## config.mk

```make
export PLATFORM = sky130hd
export DESIGN_NAME = alu_seq
export DESIGN_NICKNAME = d
export VERILOG_FILES = /design/src/rtl/alu_seq.sv
export SDC_FILE = /design/constraint.sdc
export NUM_CORES = 1
export LEC_CHECK = 0
export BUFFER_PORTS_ARGS = -buffer_cell sky130_fd_sc_hd__buf_2
export CAP_MARGIN = 20
export CORE_ASPECT_RATIO = 0.6
export CORE_MARGIN = 2
export CORE_UTILIZATION = 45
export CTS_CLUSTER_DIAMETER = 40
export DETAILED_ROUTE_END_ITERATION = 10
export PLACE_DENSITY_LB_ADDON = 0.05
export SYNTH_ARGS = -nofsm -noshare
export SYNTH_HDL_FRONTEND = slang
export SYNTH_SLANG_ARGS = --single-unit
```

## constraint.sdc

```tcl
create_clock -name clock -period 6.85 [get_ports clock]
set_clock_uncertainty 0.15 [all_clocks]
set_input_delay 0.685 -clock clock [delete_from_list [all_inputs] [get_ports clock]]
set_output_delay 0.685 -clock clock [all_outputs]
set_load 0.01 [all_outputs]
```

## src/rtl/alu_seq.sv

```systemverilog
// alu_seq: handshaked, parametrised sequential ALU.
//
// Sits between a register-file read stage and a write-back stage. A request
// (op, r1, r2) is taken on in_valid && in_ready. The result and its status
// flags are registered and held until the consumer takes them with
// out_valid && out_ready.
//
// Most ops finish on the acceptance edge. Variable shifts with a nonzero
// amount iterate one bit per cycle. MUL iterates one shift-add step per cycle.
//
// Build option:
//   ALU_SEQ_MUL_EN - when defined, op 10 is an unsigned WIDTH x WIDTH
//                    multiply returning the low WIDTH bits.
//                    When undefined, op 10 is an illegal op and no
//                    multiplier logic is built.
//
// Parameters:
//   WIDTH  operand/result width (power of two, >= 4)
//   SHW    shift-amount width, derived from WIDTH
//
// Ports:
//   clock       rising-edge clock
//   reset_n     asynchronous active-low reset
//   in_valid    request valid
//   in_ready    request accepted when in_valid && in_ready
//   op          operation code (0..10 legal, 11..15 illegal)
//   r1, r2      operands, sampled at acceptance
//   out_valid   result valid
//   out_ready   consumer takes the result when out_valid && out_ready
//   out         result
//   zero, neg, carry, ovf, err   status flags, registered together with out
//
// States:
//   S_IDLE | no result held, ready for a request
//   S_EXEC | iterating a shift or multiply, inputs ignored
//   S_DONE | result held on out until the consumer takes it
module alu_seq #(
  parameter int unsigned WIDTH = 8,
  parameter int unsigned SHW   = $clog2(WIDTH)
) (
  input  logic             clock,
  input  logic             reset_n,
  input  logic             in_valid,
  output logic             in_ready,
  input  logic [3:0]       op,
  input  logic [WIDTH-1:0] r1,
  input  logic [WIDTH-1:0] r2,
  output logic             out_valid,
  input  logic             out_ready,
  output logic [WIDTH-1:0] out,
  output logic             zero,
  output logic             neg,
  output logic             carry,
  output logic             ovf,
  output logic             err
);

  // The counter must be able to hold WIDTH itself, which is the MUL step count.
  localparam int unsigned CW = SHW + 1;

  localparam logic [3:0] OP_ADD  = 4'd0;
  localparam logic [3:0] OP_SUB  = 4'd1;
  localparam logic [3:0] OP_PASS = 4'd2;
  localparam logic [3:0] OP_SHL  = 4'd3;
  localparam logic [3:0] OP_SHR  = 4'd4;
  localparam logic [3:0] OP_AND  = 4'd5;
  localparam logic [3:0] OP_NOT  = 4'd6;
  localparam logic [3:0] OP_OR   = 4'd7;
  localparam logic [3:0] OP_XOR  = 4'd8;
  localparam logic [3:0] OP_ASR  = 4'd9;
`ifdef ALU_SEQ_MUL_EN
  localparam logic [3:0] OP_MUL  = 4'd10;
`endif

  typedef enum logic [1:0] {S_IDLE, S_EXEC, S_DONE} state_e;
  typedef enum logic [1:0] {K_SHL, K_SHR, K_ASR, K_MUL} kind_e;

  state_e           state_q, state_d;
  kind_e            kind_q, kind_d;
  logic [CW-1:0]    cnt_q, cnt_d;
  logic [WIDTH-1:0] acc_q, acc_d;
  logic [WIDTH-1:0] out_q, out_d;
  logic             zero_q, zero_d;
  logic             neg_q, neg_d;
  logic             carry_q, carry_d;
  logic             ovf_q, ovf_d;
  logic             err_q, err_d;
`ifdef ALU_SEQ_MUL_EN
  logic [WIDTH-1:0] mcand_q, mcand_d;
  logic [WIDTH-1:0] hi_q, hi_d;
  logic [WIDTH:0]   mul_sum;
  logic [WIDTH-1:0] step_hi;
`endif

  logic             accept;
  logic [WIDTH:0]   add_sum;
  logic [WIDTH:0]   sub_sum;
  logic [SHW-1:0]   shamt;

  // Decoded view of the incoming request.
  logic [WIDTH-1:0] s_res;
  logic             s_c;
  logic             s_v;
  logic             s_e;
  logic             s_multi;
  kind_e            s_kind;
  logic [CW-1:0]    s_cnt;
  logic [WIDTH-1:0] s_acc;

  // One iteration of the EXEC datapath.
  logic [WIDTH-1:0] step_acc;
  logic             step_c;

  assign in_ready  = (state_q == S_IDLE) || ((state_q == S_DONE) && out_ready);
  assign accept    = in_valid && in_ready;
  assign out_valid = (state_q == S_DONE);
  assign out       = out_q;
  assign zero      = zero_q;
  assign neg       = neg_q;
  assign carry     = carry_q;
  assign ovf       = ovf_q;
  assign err       = err_q;

  assign add_sum = {1'b0, r1} + {1'b0, r2};
  // Subtraction as r1 + ~r2 + 1, so the carry out means "no borrow".
  assign sub_sum = {1'b0, r1} + {1'b0, ~r2} + {{WIDTH{1'b0}}, 1'b1};
  assign shamt   = r2[SHW-1:0];

  // Request decode: a single-cycle result, or the initial load for an
  // iterative op.
  always_comb begin
    s_res   = '0;
    s_c     = 1'b0;
    s_v     = 1'b0;
    s_e     = 1'b0;
    s_multi = 1'b0;
    s_kind  = K_SHL;
    s_cnt   = {1'b0, shamt};
    s_acc   = r1;
    case (op)
      OP_ADD: begin
        s_res = add_sum[WIDTH-1:0];
        s_c   = add_sum[WIDTH];
        s_v   = (r1[WIDTH-1] == r2[WIDTH-1]) && (add_sum[WIDTH-1] != r1[WIDTH-1]);
      end
      OP_SUB: begin
        s_res = sub_sum[WIDTH-1:0];
        s_c   = sub_sum[WIDTH];
        s_v   = (r1[WIDTH-1] != r2[WIDTH-1]) && (sub_sum[WIDTH-1] != r1[WIDTH-1]);
      end
      OP_PASS: s_res = r1;
      OP_AND:  s_res = r1 & r2;
      OP_NOT:  s_res = ~r1;
      OP_OR:   s_res = r1 | r2;
      OP_XOR:  s_res = r1 ^ r2;
      OP_SHL: begin
        // A zero shift amount completes immediately with out = r1 and carry = 0.
        s_res   = r1;
        s_multi = (shamt != '0);
        s_kind  = K_SHL;
      end
      OP_SHR: begin
        s_res   = r1;
        s_multi = (shamt != '0);
        s_kind  = K_SHR;
      end
      OP_ASR: begin
        s_res   = r1;
        s_multi = (shamt != '0);
        s_kind  = K_ASR;
      end
`ifdef ALU_SEQ_MUL_EN
      OP_MUL: begin
        // The multiplier goes in the low accumulator and is consumed LSB first.
        s_multi = 1'b1;
        s_kind  = K_MUL;
        s_cnt   = CW'(WIDTH);
        s_acc   = r2;
      end
`endif
      default: s_e = 1'b1;
    endcase
  end

  // One step of the shifter or the shift-add multiplier.
  always_comb begin
    step_acc = acc_q;
    step_c   = 1'b0;
`ifdef ALU_SEQ_MUL_EN
    mul_sum  = {1'b0, hi_q} + (acc_q[0] ? {1'b0, mcand_q} : {(WIDTH+1){1'b0}});
    step_hi  = hi_q;
`endif
    case (kind_q)
      K_SHL: begin
        step_acc = {acc_q[WIDTH-2:0], 1'b0};
        step_c   = acc_q[WIDTH-1];
      end
      K_SHR: begin
        step_acc = {1'b0, acc_q[WIDTH-1:1]};
        step_c   = acc_q[0];
      end
      K_ASR: begin
        step_acc = {acc_q[WIDTH-1], acc_q[WIDTH-1:1]};
        step_c   = acc_q[0];
      end
`ifdef ALU_SEQ_MUL_EN
      K_MUL: begin
        // {hi, acc} shifts right one place. The partial sum's LSB moves into
        // the top of the low half.
        step_hi  = mul_sum[WIDTH:1];
        step_acc = {mul_sum[0], acc_q[WIDTH-1:1]};
      end
`endif
      default: ;
    endcase
  end

  // Next-state and result-register logic.
  always_comb begin
    state_d = state_q;
    kind_d  = kind_q;
    cnt_d   = cnt_q;
    acc_d   = acc_q;
    out_d   = out_q;
    zero_d  = zero_q;
    neg_d   = neg_q;
    carry_d = carry_q;
    ovf_d   = ovf_q;
    err_d   = err_q;
`ifdef ALU_SEQ_MUL_EN
    mcand_d = mcand_q;
    hi_d    = hi_q;
`endif
    if (accept) begin
      if (s_multi) begin
        state_d = S_EXEC;
        kind_d  = s_kind;
        cnt_d   = s_cnt;
        acc_d   = s_acc;
`ifdef ALU_SEQ_MUL_EN
        mcand_d = r1;
        hi_d    = '0;
`endif
      end else begin
        state_d = S_DONE;
        out_d   = s_res;
        zero_d  = (s_res == '0);
        neg_d   = s_res[WIDTH-1];
        carry_d = s_c;
        ovf_d   = s_v;
        err_d   = s_e;
      end
    end else begin
      case (state_q)
        S_EXEC: begin
          acc_d = step_acc;
          cnt_d = cnt_q - CW'(1);
`ifdef ALU_SEQ_MUL_EN
          hi_d  = step_hi;
`endif
          // The step taken with the counter at 1 is the final one.
          if (cnt_q == CW'(1)) begin
            state_d = S_DONE;
            out_d   = step_acc;
            zero_d  = (step_acc == '0);
            neg_d   = step_acc[WIDTH-1];
            carry_d = (kind_q == K_MUL) ? 1'b0 : step_c;
            err_d   = 1'b0;
`ifdef ALU_SEQ_MUL_EN
            ovf_d   = (kind_q == K_MUL) && (step_hi != '0);
`else
            ovf_d   = 1'b0;
`endif
          end
        end
        S_DONE: begin
          if (out_ready) state_d = S_IDLE;
        end
        S_IDLE: ;
        default: state_d = S_IDLE;
      endcase
    end
  end

  always_ff @(posedge clock or negedge reset_n) begin
    if (!reset_n) begin
      state_q <= S_IDLE;
      kind_q  <= K_SHL;
      cnt_q   <= '0;
      acc_q   <= '0;
      out_q   <= '0;
      zero_q  <= 1'b0;
      neg_q   <= 1'b0;
      carry_q <= 1'b0;
      ovf_q   <= 1'b0;
      err_q   <= 1'b0;
`ifdef ALU_SEQ_MUL_EN
      mcand_q <= '0;
      hi_q    <= '0;
`endif
    end else begin
      state_q <= state_d;
      kind_q  <= kind_d;
      cnt_q   <= cnt_d;
      acc_q   <= acc_d;
      out_q   <= out_d;
      zero_q  <= zero_d;
      neg_q   <= neg_d;
      carry_q <= carry_d;
      ovf_q   <= ovf_d;
      err_q   <= err_d;
`ifdef ALU_SEQ_MUL_EN
      mcand_q <= mcand_d;
      hi_q    <= hi_d;
`endif
    end
  end

endmodule
```

==> out/results.ini, run 1 <==
[yosys]
synth-async-reset-ratio_pct = 100
syn_area_um2 = 3130
yosysTopAreaCell = dfrtp_1
synth_cells = 407
synthTopCellsByArea = dfrtp_1 (22%), ha_1 (12%), o21ai_0 (6.9%)
synth_top_area_share_pct = 22.4
syn_avg_cell_area_um2 = 7.69
ys_ff_latch = 28
synth_enable_flop_cells = 0
synthesis.nets = 463
synth-seq-area-share_pct = 22.4
yosys_warnings = 0
synthFlopType = dfrtp_1
ys_types = 74

[critical_path]
rrSetupSlack_ns = 3.81
cp-end-kind = flip-flop
r2r-end = zero
cp-start-kind = input port
rr_worst_depth = 7
crit_arrival_ns = 3.60
cp.required_ns = 6.88
worstPathMaxFanout = 7
crit_type = input port to flip-flop
timing.rr.start = state_q[0]

[drt]
totalWireLength_um = 9370
route.met3.wl_um = 893
met1_length_um = 4800
drtIter0Drc = 361
routed.top_layer = met4
firstDrtPassIters = 5
wl_met2_um = 3660
postRouteAntennaNets = 0
wl_per_cell_um = 18.3
drcViolationCount = 0
vias_per_cell = 6.18
vias = 3166

[power_and_ir_drop]
ir_drop_uv = 167
p_per_area_nw_per_um2 = 256
cellLeakagePower_nw = 1.53

[placement]
port-buffer-count = 38
place_ws_ns = 3.01
gp_congestion = 0.945
dp_hpwl_um = 7170
dp_cells = 508

[outcome]
status = finished clean

[clocking]
htree_num_levels = 1
cts_tree = done
postCtsSetupRepairBufs = 0
numCtsBuffers = 3
clockBufferDepth = 2
ctsResizeCount = 0
cts_root_buf = clkbuf_16
clkSinkCount = 28
clock_latency_ns = 0.27
clkTransAtPathRegs_ns = 0.08
postCtsHoldBufs = 0

[global_route]
grt_max_degree = 36
grt_pass1_wl_um = 14900
gr-total-overflow = 0
grt_usage_pct = 24.5
antenna_found_initial = 0
grt_pass1_vias = 2693

[finish]
postLayoutCoreUtil_pct = 50.7
instances_no_fill = 512
diodes = 0
area_growth_syn_to_layout_pct = 8.64
nNetsFinal = 482
drive_gt1_share_pct = 12.9

[die]
die_area_um2 = 7660
core_um2 = 6710
initial_utilization_pct = 46.7
ios = 39
fp.dieW_um = 112
fp-row-count = 23
die_h_um = 68.6

[sta]
setup_ws_ns = 3.28
finalCritPeriodShare_pct = 52.1
worstMarginPinSlew_ns = 1.11
final.setup.tns_ns = 0
finalSetupViolations = 0
rsz0062_at_grt = no
min_period_ns = 3.57
fmax_mhz = 280
relSlewSlack_pct = 24.8
final_max_slew_viol_count = 0
finalHoldViolCount = 0

[min_path]
hp-class = input port to asynchronous set/reset pin

[flow_run]
maxCapViolCount = 0

[worst max-delay path by stage]
stage,to,startpoint,slack [ns]
floorplan,zero,r1[0],3.43
global placement,zero,r1[0],3.06
detailed placement,zero,r1[0],3.01
CTS,zero,r1[0],3.28
global route,zero,r1[0],3.13
finish,zero,r1[0],3.28
[area by class of cell]
class	instances	area [um2]
clock inverters	1	30.0
inverters	30	113
multi-input cells	323	2170
flip-flops and latches	28	701
fillers	658	3310
repair buffers	40	205
clock buffers	3	75.1
well taps	87	109
[per-layer routing]
layer	up-vias	track usage, %
met3	2	4.46
met4	0	2.01
met2	154	34.8
met5	-	0
met1	1486	39.1
li1	1524	-
[sequential cells by signal, summed over array words and instances, names as in the netlist]
name     cells
state_q      2
zero         1
cnt_q        4
out          8
carry        1
kind_q       2
err          1
acc_q        8
ovf          1
[power by group]
group / switching (mW) / internal [mW] / leakage (nW)
clock network: 0.0620 / 0.117 / 0.0511
registers: 0.0694 / 0.231 / 0.345
logic: 0.236 / 0.156 / 1.14
total: 0.367 / 0.504 / 1.53
[through the flow]
stage               hold WS [ns]  instance area, um2  total power [mW]
floorplan                  0.239                3130             0.560
global placement           0.327                3290             0.681
detailed placement         0.327                3290             0.687
CTS                        0.315                3400             0.866
global route               0.340                3400             0.935
finish                     0.288                3400             0.871
[synth_stat cells, types with 6 or more instances]
cell type  instances
a21oi_1           25
a221oi_1           7
a31oi_1           11
clkbuf_1          14
dfrtp_1           28
ha_1              30
inv_1             30
nand2_1           39
nand3_1            6
nor2_1            40
nor2b_1            7
nor3_1            10
o21ai_0           43
[cells in the final DEF, fill, tap and decap left out, drive strengths merged, types with 4 or more instances in the layout]
master	count
a211oi	4
a21oi	25
a221oi	8
a22oi	4
a31oi	11
buf	40
dfrtp	28
ha	30
inv	30
nand2	39
nand2b	5
nand3	6
nand3b	5
nor2	41
nor2b	8
nor3	10
o21ai	45
o21bai	4
o221ai	4
o22ai	4
o31ai	5
xnor2	4
[worst max-delay path: stages]
cell      delay, ns
buf_2          0.18
inv_1          0.09
ha_1           0.25
fa_1           0.49
nand2_1        0.05
o21ai_0        0.09
o221ai_1       0.13
or3_1          0.37
or4_1          0.52
or4b_1         0.52
o31ai_2        0.22
[logic make-up after synthesis]
group,Yosys count,synth area share (%)
compound gates,142,30.2
xor+xnor,6,1.68
fa+ha+maj,32,13.3
buf+inv,56,8.36
flops,28,22.4
mux,1,0.320
simple gates,142,23.8
No activity file was read; power rests on OpenSTA's default activity.
==> run 2: changes to the inputs <==
- ABC_AREA: not set -> 1
- clock period: 6.85 -> 3.6 ns (I/O delays scaled with it)
==> out/results.ini, run 2 <==
[placement]
place_ws_ns = 1.03
placed_cell_area_um2 = 3240
port-buffer-count = 38
gp_congestion = 0.959
dp_cells = 582
dp_hpwl_um = 6980

[critical_path]
cp-start-kind = input port
crit_type = input port to flip-flop
cp.required_ns = 3.66
crit_arrival_ns = 2.39
cp-end-kind = flip-flop
worstPathMaxFanout = 5

[yosys]
synthTopCellsByCount = nand2_1 (109), inv_1 (68), nand3_1 (63)
synth_xor_area_share_pct = 0.581
synthTopCellsByArea = dfrtp_1 (23%), nand2_1 (14%), ha_1 (12%)
ys_types = 35
synth-adder-area-share_pct = 13.8
synth-seq-area-share_pct = 23.2
synthSimpleGateAreaFrac_pct = 35.6
synthesis.nets = 525
synthMuxAreaShare_pct = 0
ys_ff_latch = 28
syn_avg_cell_area_um2 = 6.43
synth_cells = 469
synth_top_area_share_pct = 23.2
synth.most_common_cell = nand2_1
syn_area_um2 = 3020
yosys_warnings = 0
synth_compound_area_share_pct = 14.7
synth_enable_flop_cells = 0
synthFlopType = dfrtp_1
synth-async-reset-ratio_pct = 100
synth_top_family_by_area = simple AND/OR/NAND/NOR gates
yosysTopAreaCell = dfrtp_1

[sta]
fmax_mhz = 429
finalCritPeriodShare_pct = 64.7
worstMarginPinSlew_ns = 0.745
rsz0062_at_grt = no
final_max_slew_viol_count = 0
relSlewSlack_pct = 50.1
final.setup.tns_ns = 0
finalSetupViolations = 0
setup_ws_ns = 1.27
finalHoldViolCount = 0
min_period_ns = 2.33

[die]
initial_utilization_pct = 45.8
core_um2 = 6590
fp.dieW_um = 110
die_h_um = 67.4
ios = 39
die_area_um2 = 7400
fp-row-count = 23

[global_route]
grt_pass1_wl_um = 13900
grt_pass1_vias = 2741
gr-total-overflow = 0
grt_max_degree = 29
grt_usage_pct = 24.4
antenna_found_initial = 0

[finish]
multi_input_area_um2 = 1950
final_common_cell = nand2_1
drive_gt1_share_pct = 13.2
area_growth_syn_to_layout_pct = 10.2
nNetsFinal = 557
fill_cells = 676
final_cell_mix = nand2_1 (109), inv_1 (68), nand3_1 (63), nor2_1 (48), o21ai_0 (41)
instances_no_fill = 587
postLayoutCellArea_um2 = 3320
diodes = 0
seq_area_um2 = 701

[drt]
drtIter0Drc = 240
postRouteAntennaNets = 0
vias_per_cell = 5.38
vias = 3160
totalWireLength_um = 8770
drcViolationCount = 0
wl_per_cell_um = 14.9
firstDrtPassIters = 5

[clocking]
clkTransAtPathRegs_ns = 0.10
cts_tree = done
ctsResizeCount = 0
clock_latency_ns = 0.28
clkSinkCount = 28
htree_num_levels = 1
postCtsSetupRepairBufs = 0
clockBufferDepth = 2
cts_root_buf = clkbuf_8
numCtsBuffers = 3

[power_and_ir_drop]
p_per_area_nw_per_um2 = 449
ir_drop_uv = 289
cellLeakagePower_nw = 1.76
power_mw = 1.49

[flow_run]
maxCapViolCount = 0

[min_path]
hp-class = input port to flip-flop

[outcome]
status = finished clean

## run 2: changes by cell type after synthesis, sizes merged, moves of 5 or more
cell	change
o31ai	-5
a221oi	-8
nand3	+58
a31oi	-5
nor2b	-8
nand2	+75
clkbuf	-12
inv	+43
nor3	-9
nand2b	-5
a21oi	-10
nor2	+13
## run 2: per-stage QoR
stage                     hold WS (ns)  util [%]
final                            0.186      50.4
after CTS                        0.182      50.4
after global placement           0.270      49.2
after floorplan                -0.0856         -
after global routing             0.188      50.4
after detailed placement         0.277      49.2
## run 2: what timing repair did
item,in CTS,in global routing
hold endpoints to repair,28,0
setup endpoints to repair,0,0
hold buffers,1,0
## run 2: worst paths after layout
| check | start | endpoint | slack (ns) | cells past startpoint |
|---|---|---|---|---|
| min in group asynchronous | reset_n | acc_q[5] | 0.48 | 2 |
| hold reg to reg | ovf | ovf | 0.35 | 2 |
| setup / recovery | r1[0] | zero | 1.27 | 13 |
| setup reg to reg | state_q[1] | cnt_q[2] | 1.27 | 9 |
| hold / removal | out_ready | state_q[1] | 0.19 | 4 |
| max in group asynchronous | reset_n | err | 2.40 | 2 |
## run 2: layout make-up
type | count | share of cell area, %
Tap cell | 87 | 3.27
Clock inverter | 1 | 0.903
Sequential cell | 28 | 21.1
Inverter | 73 | 8.32
Multi-Input combinational cell | 354 | 58.7
Timing Repair Buffer | 41 | 6.47
Clock buffer | 3 | 1.24
## run 2: cells by family (layout without fill, tap and decap cells)
group,Yosys count,after routing
DFF,28,28
and+or+nand+nor,243,243
adders and majority gates,32,32
AOI/OAI and AO/OA,77,77
xor gates and xnor gates,2,2
buffers and inverters,87,118
## run 2: metal layers
metal,vias up,GRT usage (%),wire [um]
li1,1581,-,-
met1,1433,39.9,4620
met2,139,32.9,3470
met3,7,3.86,625
met4,0,3.64,49
met5,-,0,0
## run 2: report_power, final
part / total, mW / internal (mW) / leakage, nW / switching, mW
Combinational: 0.735 / 0.263 / 1.37 / 0.471
Clock: 0.255 / 0.149 / 0.0357 / 0.106
Sequential: 0.504 / 0.434 / 0.353 / 0.0699
Total: 1.49 / 0.846 / 1.76 / 0.647
## run 2: critical path, stage by stage
cell and delay [ns]:
buf_2 0.09, inv_1 0.10, ha_1 0.25, fa_1 0.41, o21ai_0 0.36, nand3_1 0.16, nand2_1 0.09, nand2_1 0.07
nand3_1 0.07, nand3_1 0.09, nor2_1 0.11, nand3_1 0.09, a21oi_1 0.14
